File: config.mk
export PLATFORM = sky130hd
export DESIGN_NAME = display_frame_scheduler
export DESIGN_NICKNAME = d
export VERILOG_FILES = /design/src/rtl/display_sched_pkg.sv /design/src/rtl/display_frame_scheduler_frame_timer.sv /design/src/rtl/display_frame_scheduler.sv
export SDC_FILE = /design/constraint.sdc
export NUM_CORES = 1
export LEC_CHECK = 0
export ABC_AREA = 0
export CAP_MARGIN = 40
export CORE_MARGIN = 2
export CORE_UTILIZATION = 28
export DETAILED_ROUTE_END_ITERATION = 6
export HOLD_SLACK_MARGIN = 0.1
export SYNTH_ARGS = -nofsm -noshare
export SYNTH_HDL_FRONTEND = slang
export SYNTH_SLANG_ARGS = --single-unit
File: constraint.sdc
create_clock -name clk -period 2.2 [get_ports clk]
set_input_delay 0.33 -clock clk [delete_from_list [all_inputs] [get_ports clk]]
set_output_delay 0.33 -clock clk [all_outputs]
set_load 0.02 [all_outputs]
File: src/rtl/display_sched_pkg.sv
// Shared register map, control-word bit positions and display-mode encoding
// for the display frame scheduler.
package display_sched_pkg;

   localparam logic [2:0] ADDR_PIPE1      = 3'd0;
   localparam logic [2:0] ADDR_PIPE2      = 3'd1;
   localparam logic [2:0] ADDR_PIPE3      = 3'd2;
   localparam logic [2:0] ADDR_PIPE4      = 3'd3;
   localparam logic [2:0] ADDR_BIRD       = 3'd4;
   localparam logic [2:0] ADDR_CUR_SCORE  = 3'd5;
   localparam logic [2:0] ADDR_HIGH_SCORE = 3'd6;
   localparam logic [2:0] ADDR_CTRL       = 3'd7;

   localparam int unsigned NUM_DISP_REGS = 7;
   // Pipes, bird and current score: the registers wiped when a game ends.
   localparam int unsigned NUM_GAME_REGS = 6;

   localparam int unsigned CTRL_COMMIT_BIT    = 0;
   localparam int unsigned CTRL_GAME_OVER_BIT = 1;

   typedef enum logic [1:0] {
      MODE_SPLASH = 2'd0,
      MODE_PLAY   = 2'd1,
      MODE_OVER   = 2'd2
   } mode_e;

endpackage

File: src/rtl/display_frame_scheduler_frame_timer.sv
// Frame counter advanced by screenEnd ticks, with synchronous clear.
// WRAP=0 saturates at TERMINAL; WRAP=1 counts modulo TERMINAL and flags each wrap.
module frame_timer #(
   parameter int unsigned TERMINAL = 30,
   parameter bit          WRAP     = 1'b0,
   localparam int unsigned W       = $clog2(TERMINAL + 1)
) (
   input  logic         clk,
   input  logic         reset,
   input  logic         clr_i,
   input  logic         tick_i,
   output logic [W-1:0] count_o,
   output logic         tc_o
);

   localparam logic [W-1:0] TERM_C = W'(TERMINAL);
   localparam logic [W-1:0] LAST_C = WRAP ? W'(TERMINAL - 1) : W'(TERMINAL);

   logic [W-1:0] count_q, count_d;
   logic         at_last;

   assign at_last = (count_q == LAST_C);

   always_comb begin
      count_d = count_q;
      if (clr_i) begin
         count_d = '0;
      end else if (tick_i) begin
         if (!at_last) begin
            count_d = count_q + 1'b1;
         end else if (WRAP) begin
            count_d = '0;
         end
      end
   end

   always_ff @(posedge clk) begin
      if (reset) begin
         count_q <= '0;
      end else begin
         count_q <= count_d;
      end
   end

   assign count_o = count_q;
   // Wrap mode: pulse on the tick that wraps. Saturate mode: level once at terminal.
   assign tc_o    = WRAP ? (tick_i && at_last) : (count_q >= TERM_C);

endmodule

File: src/rtl/display_frame_scheduler.sv
// Double-buffers processor writes to the display registers, commits them at the
// frame boundary, and sequences splash / play / game-over modes with overlay blink.
module display_frame_scheduler
   import display_sched_pkg::*;
#(
   parameter int unsigned BLINK_FRAMES        = 30,
   parameter int unsigned OVER_MIN_FRAMES     = 60,
   parameter int unsigned OVER_TIMEOUT_FRAMES = 600
) (
   input  logic        clk,
   input  logic        reset,
   input  logic        screenEnd,
   input  logic        jump,
   input  logic        wr_en,
   input  logic [2:0]  wr_addr,
   input  logic [31:0] wr_data,
   output logic        commit_pending,
   output logic        frame_ack,
   output logic [31:0] pipe1_out,
   output logic [31:0] pipe2_out,
   output logic [31:0] pipe3_out,
   output logic [31:0] pipe4_out,
   output logic [31:0] bird_out,
   output logic [31:0] cur_score_out,
   output logic [31:0] high_score_out,
   output logic [1:0]  mode,
   output logic        blink,
   output logic [15:0] frame_count
);

   localparam int unsigned OW = $clog2(OVER_TIMEOUT_FRAMES + 1);
   localparam int unsigned BW = $clog2(BLINK_FRAMES + 1);
   localparam logic [OW-1:0] OVER_MIN_C = OW'(OVER_MIN_FRAMES);

   logic [31:0] pend_q   [NUM_DISP_REGS];
   logic [31:0] pend_d   [NUM_DISP_REGS];
   logic [31:0] shadow_q [NUM_DISP_REGS];
   logic [31:0] shadow_d [NUM_DISP_REGS];

   logic        commit_pending_q, commit_pending_d;
   logic        frame_ack_q;
   logic        blink_q, blink_d;
   logic [15:0] frame_count_q, frame_count_d;
   mode_e       mode_q, mode_d;

   logic          ctrl_wr, commit_req, game_over_req, commit_edge;
   logic          game_nonzero, leave_over, blink_clr, blink_wrap;
   logic [OW-1:0] over_cnt;
   logic          over_timeout;
   logic [BW-1:0] unused_blink_cnt;

   assign ctrl_wr       = wr_en && (wr_addr == ADDR_CTRL);
   assign commit_req    = ctrl_wr && wr_data[CTRL_COMMIT_BIT];
   assign game_over_req = ctrl_wr && wr_data[CTRL_GAME_OVER_BIT];
   assign commit_edge   = screenEnd && commit_pending_q;

   assign leave_over = (mode_q == MODE_OVER) &&
                       (((over_cnt >= OVER_MIN_C) && jump) || over_timeout);

   always_comb begin
      game_nonzero = 1'b0;
      for (int unsigned i = 0; i < NUM_GAME_REGS; i++) begin
         game_nonzero = game_nonzero | (pend_q[i] != '0);
      end
   end

   always_comb begin
      mode_d = mode_q;
      unique case (mode_q)
         MODE_SPLASH: if (commit_edge && game_nonzero) mode_d = MODE_PLAY;
         MODE_PLAY:   if (game_over_req)               mode_d = MODE_OVER;
         MODE_OVER:   if (leave_over)                  mode_d = MODE_SPLASH;
         default:                                      mode_d = MODE_SPLASH;
      endcase
   end

   // Shadow copies the pre-write pending values; a write on the commit edge stays pending.
   always_comb begin
      pend_d           = pend_q;
      shadow_d         = shadow_q;
      commit_pending_d = (commit_pending_q && !commit_edge) || commit_req;
      frame_count_d    = screenEnd ? frame_count_q + 16'd1 : frame_count_q;

      if (commit_edge) begin
         shadow_d = pend_q;
      end
      if (wr_en && (wr_addr != ADDR_CTRL)) begin
         pend_d[wr_addr] = wr_data;
      end
      if (leave_over) begin
         for (int unsigned i = 0; i < NUM_GAME_REGS; i++) begin
            pend_d[i]   = '0;
            shadow_d[i] = '0;
         end
         commit_pending_d = 1'b0;
      end
   end

   assign blink_clr = (mode_d != mode_q) || (mode_q == MODE_PLAY);

   always_comb begin
      blink_d = blink_q;
      if (blink_clr) begin
         blink_d = 1'b0;
      end else if (blink_wrap) begin
         blink_d = ~blink_q;
      end
   end

   always_ff @(posedge clk) begin
      if (reset) begin
         pend_q           <= '{default: '0};
         shadow_q         <= '{default: '0};
         commit_pending_q <= 1'b0;
         frame_ack_q      <= 1'b0;
         blink_q          <= 1'b0;
         frame_count_q    <= '0;
         mode_q           <= MODE_SPLASH;
      end else begin
         pend_q           <= pend_d;
         shadow_q         <= shadow_d;
         commit_pending_q <= commit_pending_d;
         frame_ack_q      <= commit_edge;
         blink_q          <= blink_d;
         frame_count_q    <= frame_count_d;
         mode_q           <= mode_d;
      end
   end

   // Held at zero outside OVER, so it reads zero on the entry edge.
   frame_timer #(
      .TERMINAL (OVER_TIMEOUT_FRAMES),
      .WRAP     (1'b0)
   ) u_over_timer (
      .clk     (clk),
      .reset   (reset),
      .clr_i   (mode_q != MODE_OVER),
      .tick_i  (screenEnd),
      .count_o (over_cnt),
      .tc_o    (over_timeout)
   );

   frame_timer #(
      .TERMINAL (BLINK_FRAMES),
      .WRAP     (1'b1)
   ) u_blink_timer (
      .clk     (clk),
      .reset   (reset),
      .clr_i   (blink_clr),
      .tick_i  (screenEnd),
      .count_o (unused_blink_cnt),
      .tc_o    (blink_wrap)
   );

   assign commit_pending = commit_pending_q;
   assign frame_ack      = frame_ack_q;
   assign pipe1_out      = shadow_q[ADDR_PIPE1];
   assign pipe2_out      = shadow_q[ADDR_PIPE2];
   assign pipe3_out      = shadow_q[ADDR_PIPE3];
   assign pipe4_out      = shadow_q[ADDR_PIPE4];
   assign bird_out       = shadow_q[ADDR_BIRD];
   assign cur_score_out  = shadow_q[ADDR_CUR_SCORE];
   assign high_score_out = shadow_q[ADDR_HIGH_SCORE];
   assign mode           = mode_q;
   assign blink          = blink_q;
   assign frame_count    = frame_count_q;

endmodule

==> impl_summary.txt, run 1 <==
----------------------------------------------------
[Worst setup path]
  Setup slack of the worst register-to-register path ... 0.18 ns
  Arrival time of data at the critical path endpoint ... 1.81 ns
  Cells traversed along the worst timing path ... clkdlybuf4s50_1
  Kind of critical path ... flip-flop to output pin
  Required time of the worst setup path ... 1.87 ns
  Buffers & Inverters on Critical Path ... 1
  CP Max Fanout ... 8
  Critical R2R Launch ... pend_q[66]
  Worst reg2reg path depth ... 6
  Critical path's slowest cell ... sky130_fd_sc_hd__clkdlybuf4s50_1
  Largest stage delay, worst path ... 0.68 ns
  Setup crit end kind ... output pin
  Kind of start point of the critical path ... flip-flop
  CP top delay family ... buffers and inverters
  Reg-to-reg critical path endpoint ... u_blink_timer.count_o[1]

[Place]
  Input/output buffers ... 284
  Post-place setup slack ... 0.0613 ns
  Total half-perimeter wirelength after legalization and detailed placement ... 43.7 mm
  Global placer's final weighted congestion ... 0.757

[Synthesis]
  Most used flip-flop cell after synthesis ... sky130_fd_sc_hd__dfxtp_1
  Number of enable-type register cells in the synthesized netlist ... 0
  Synth warnings ... 0
  Synthesized netlist net count ... 2261
  Share of synthesized flip-flops with an asynchronous set or reset ... 0
  Post-synthesis register bit count ... 484
  Count of unique library cells instantiated by Yosys ... 39
  Sequential area share after synthesis ... 0.511
  Mean post-synth cell area ... 8.55 sq um
  Number of cells produced by synthesis ... 2216
  Area of the mapped netlist ... 0.0190 sq mm

[Pwr]
  VDD IR max ... 0.000495 V
  Power after layout ... 19.5 mW
  Leakage component of the power ... 7.75 nW
  Areal power density over the cells ... 782 mW/mm^2

[Flow run]
  Max-cap violations ... 0

[Status]
  Outcome ... finished clean

[Clocking]
  CTS tree ... yes
  Cts bufs inserted ... 53
  Maximum root-to-sink buffer count ... 3
  CTS Hold Buffers Added ... 0
  Clock transition at the registers of the reported paths ... 0.06 ns
  Clk_lat worst skew ... 0.60 ns
  Postcts setup bufs ... 0
  CTS sink count ... 484
  Clock root buffer ... sky130_fd_sc_hd__clkbuf_16
  H-Tree Depth ... 2

[Cells and area]
  Commonest non-fill, non-tap cell in the layout ... sky130_fd_sc_hd__nand2_1
  Share of layout cells above drive strength 1 ... 0.218
  Net count, final ... 2543
  Leading cell types in the layout, fill and taps excluded ... 916 x sky130_fd_sc_hd__nand2_1, 483 x sky130_fd_sc_hd__dfxtp_1, 351 x sky130_fd_sc_hd__a21oi_2
  Layout overhead on the synthesized area ... 31.8%

[Timing]
  Number of max-slew violations in the final report ... 0
  Fmax ... 0.467 GHz
  Setup repair after global routing missed its margin ... no
  Total of endpoints with negative setup slack in the final report ... 0
  Final Critical Period ... 2.14 ns
  Relative max-transition margin ... 0.514
  Final-report hold violation count ... 0
  Worst Tran Pin Value ... 0.730 ns
  Layout Skew ... 0.0205 ns
  Crit share post-route ... 0.972
  Hold Slack ... 0.211 ns
  Final sum of negative setup slack ... 0 ns
  Final Worst Setup Slack ... 0.0609 ns

[Die]
  Core Box Area ... 0.0670 sq mm
  Die area ... 0.0698 sq mm
  # IOs ... 285
  Number of core rows ... 95
  Vertical die dimension ... 264 microns
  Effective utilization at floorplan ... 0.283
  Die width ... 264 microns

[Route]
  Count of nets left with antenna violations after detail routing ... 0
  Violation count after the first detailed-route iteration ... 1270
  Pre-antenna DRT Iters ... 5
  Vias after detailed routing ... 16000
  Wire length reported by the detailed router ... 66.5 mm
  Via-to-Cell Ratio ... 4.68
  DRC ... 0
  Final routed wire length divided by cell count ... 19.5 microns

[GRT]
  Overall overflow remaining after global route ... 0
  Largest net degree at the start of global routing ... 93
  Number of global-route vias before repair ... 15000
  Global-route usage over all layers ... 0.185
  Antenna violations before repair ... 2
  First-pass GRT wire length ... 98.0 mm

[Hold path]
  Number of instances on the worst hold path ... 3
  Worst min-delay path endpoint ... frame_count[0]
  Class of the tightest hold or removal check ... primary input to flip-flop
  Start point of the worst hold path ... reset

----------------------------------------------------
==> Yosys cell counts, types with 3 or more instances <==
| master | instances | area [sq um] |
|---|---|---|
| sky130_fd_sc_hd__clkbuf_1 | 99 | 372 |
| sky130_fd_sc_hd__nand2b_1 | 5 | 31.3 |
| sky130_fd_sc_hd__a21oi_2 | 351 | 3070 |
| sky130_fd_sc_hd__buf_2 | 10 | 50.1 |
| sky130_fd_sc_hd__and4_1 | 3 | 26.3 |
| sky130_fd_sc_hd__buf_8 | 3 | 45.0 |
| sky130_fd_sc_hd__nor2b_1 | 5 | 31.3 |
| sky130_fd_sc_hd__xnor2_1 | 15 | 131 |
| sky130_fd_sc_hd__inv_1 | 5 | 18.8 |
| sky130_fd_sc_hd__nor2_1 | 36 | 135 |
| sky130_fd_sc_hd__buf_6 | 36 | 405 |
| sky130_fd_sc_hd__dfxtp_1 | 484 | 9690 |
| sky130_fd_sc_hd__a21oi_1 | 106 | 531 |
| sky130_fd_sc_hd__nand4_1 | 19 | 119 |
| sky130_fd_sc_hd__xor2_1 | 11 | 96.3 |
| sky130_fd_sc_hd__ha_1 | 5 | 62.6 |
| sky130_fd_sc_hd__or3_1 | 4 | 25.0 |
| sky130_fd_sc_hd__and3_1 | 3 | 18.8 |
| sky130_fd_sc_hd__nor4_1 | 53 | 332 |
| sky130_fd_sc_hd__nand3_1 | 9 | 45.0 |
| sky130_fd_sc_hd__nor3_1 | 14 | 70.1 |
| sky130_fd_sc_hd__nand2_1 | 917 | 3440 |
| sky130_fd_sc_hd__o21ai_1 | 3 | 15.0 |
==> layer usage <==
metal,vias up,track usage,share of wire
met4,0,0.0481,0.023
met1,7645,0.252,0.46
met5,-,0,0
met2,391,0.297,0.45
li1,7852,-,-
met3,83,0.0403,0.060
==> per-stage QoR <==
| stage | utilization | area [sq um] | instances |
|---|---|---|---|
| detailed placement | 0.345 | 23100 | 3316 |
| CTS | 0.372 | 25000 | 3413 |
| global placement | 0.345 | 23100 | 3316 |
| floorplan | - | 19000 | 2216 |
| global route | 0.373 | 25000 | 3413 |
| finish | 0.373 | 25000 | 3414 |
==> what timing repair did <==
item / in CTS / in global routing
hold endpoints to repair: 0 / 0
endpoints found under the setup margin: 0 / 5
gates resized for setup: 0 / 2
==> area by class of cell <==
class / count / area, sq um
Fill cell: 6857 / 42100
Sequential cell: 484 / 9690
Multi-Input combinational cell: 1576 / 8410
Timing Repair Buffer: 378 / 3890
Clock buffer: 83 / 1680
Tap cell: 873 / 1090
Clock inverter: 14 / 190
Inverter: 5 / 18.8
Antenna cell: 1 / 2.50
==> worst max-delay path by stage <==
stage                            start                      end  cells past startpoint
2_1_floorplan  u_over_timer.count_o[2]  u_over_timer.count_o[8]                      5
3_3_place_gp                      jump            pipe4_out[31]                      8
3_5_place_dp                      jump            pipe4_out[31]                      8
4_1_cts                        mode[0]                  mode[0]                      1
5_1_grt                        mode[1]                  mode[1]                      1
6_report                       mode[1]                  mode[1]                      1
==> registers in the layout (all words and copies together), names as in the netlist, 2 cells and up <==
name	flops
bird_out	32
u_blink_timer.count_o	5
pipe4_out	32
frame_count	16
pipe3_out	32
mode	2
high_score_out	32
pipe2_out	32
pend_q	224
u_over_timer.count_o	10
cur_score_out	32
pipe1_out	32
==> report_power, final <==
| part | switching, mW | leakage (nW) | total (mW) | internal [mW] |
|---|---|---|---|---|
| logic | 0.759 | 2.92 | 1.12 | 0.361 |
| clock network | 3.76 | 0.920 | 9.46 | 5.70 |
| registers | 0.0853 | 3.91 | 8.95 | 8.86 |
| total | 4.60 | 7.75 | 19.5 | 14.9 |
==> cell families after synthesis <==
family / Yosys count / share of synthesized area
xor+xnor: 26 / 0.0120
buf+inv: 156 / 0.0478
fa+ha+maj: 5 / 0.00330
mux: 2 / 0.00106
flops: 484 / 0.511
simple gates: 1075 / 0.229
compound gates: 468 / 0.196
No activity file was read; power rests on OpenSTA's default activity.
==> inputs of run 2 (changes only) <==
--- a/config.mk
+++ b/config.mk
@@ -11,6 +11,7 @@
 export CORE_UTILIZATION = 28
 export DETAILED_ROUTE_END_ITERATION = 6
 export HOLD_SLACK_MARGIN = 0.1
+export SKIP_LAST_GASP = 1
 export SYNTH_ARGS = -nofsm -noshare
 export SYNTH_HDL_FRONTEND = slang
 export SYNTH_SLANG_ARGS = --single-unit
==> results of run 2 <==
Final layout, timing and power as in run 1 (identical DEF).
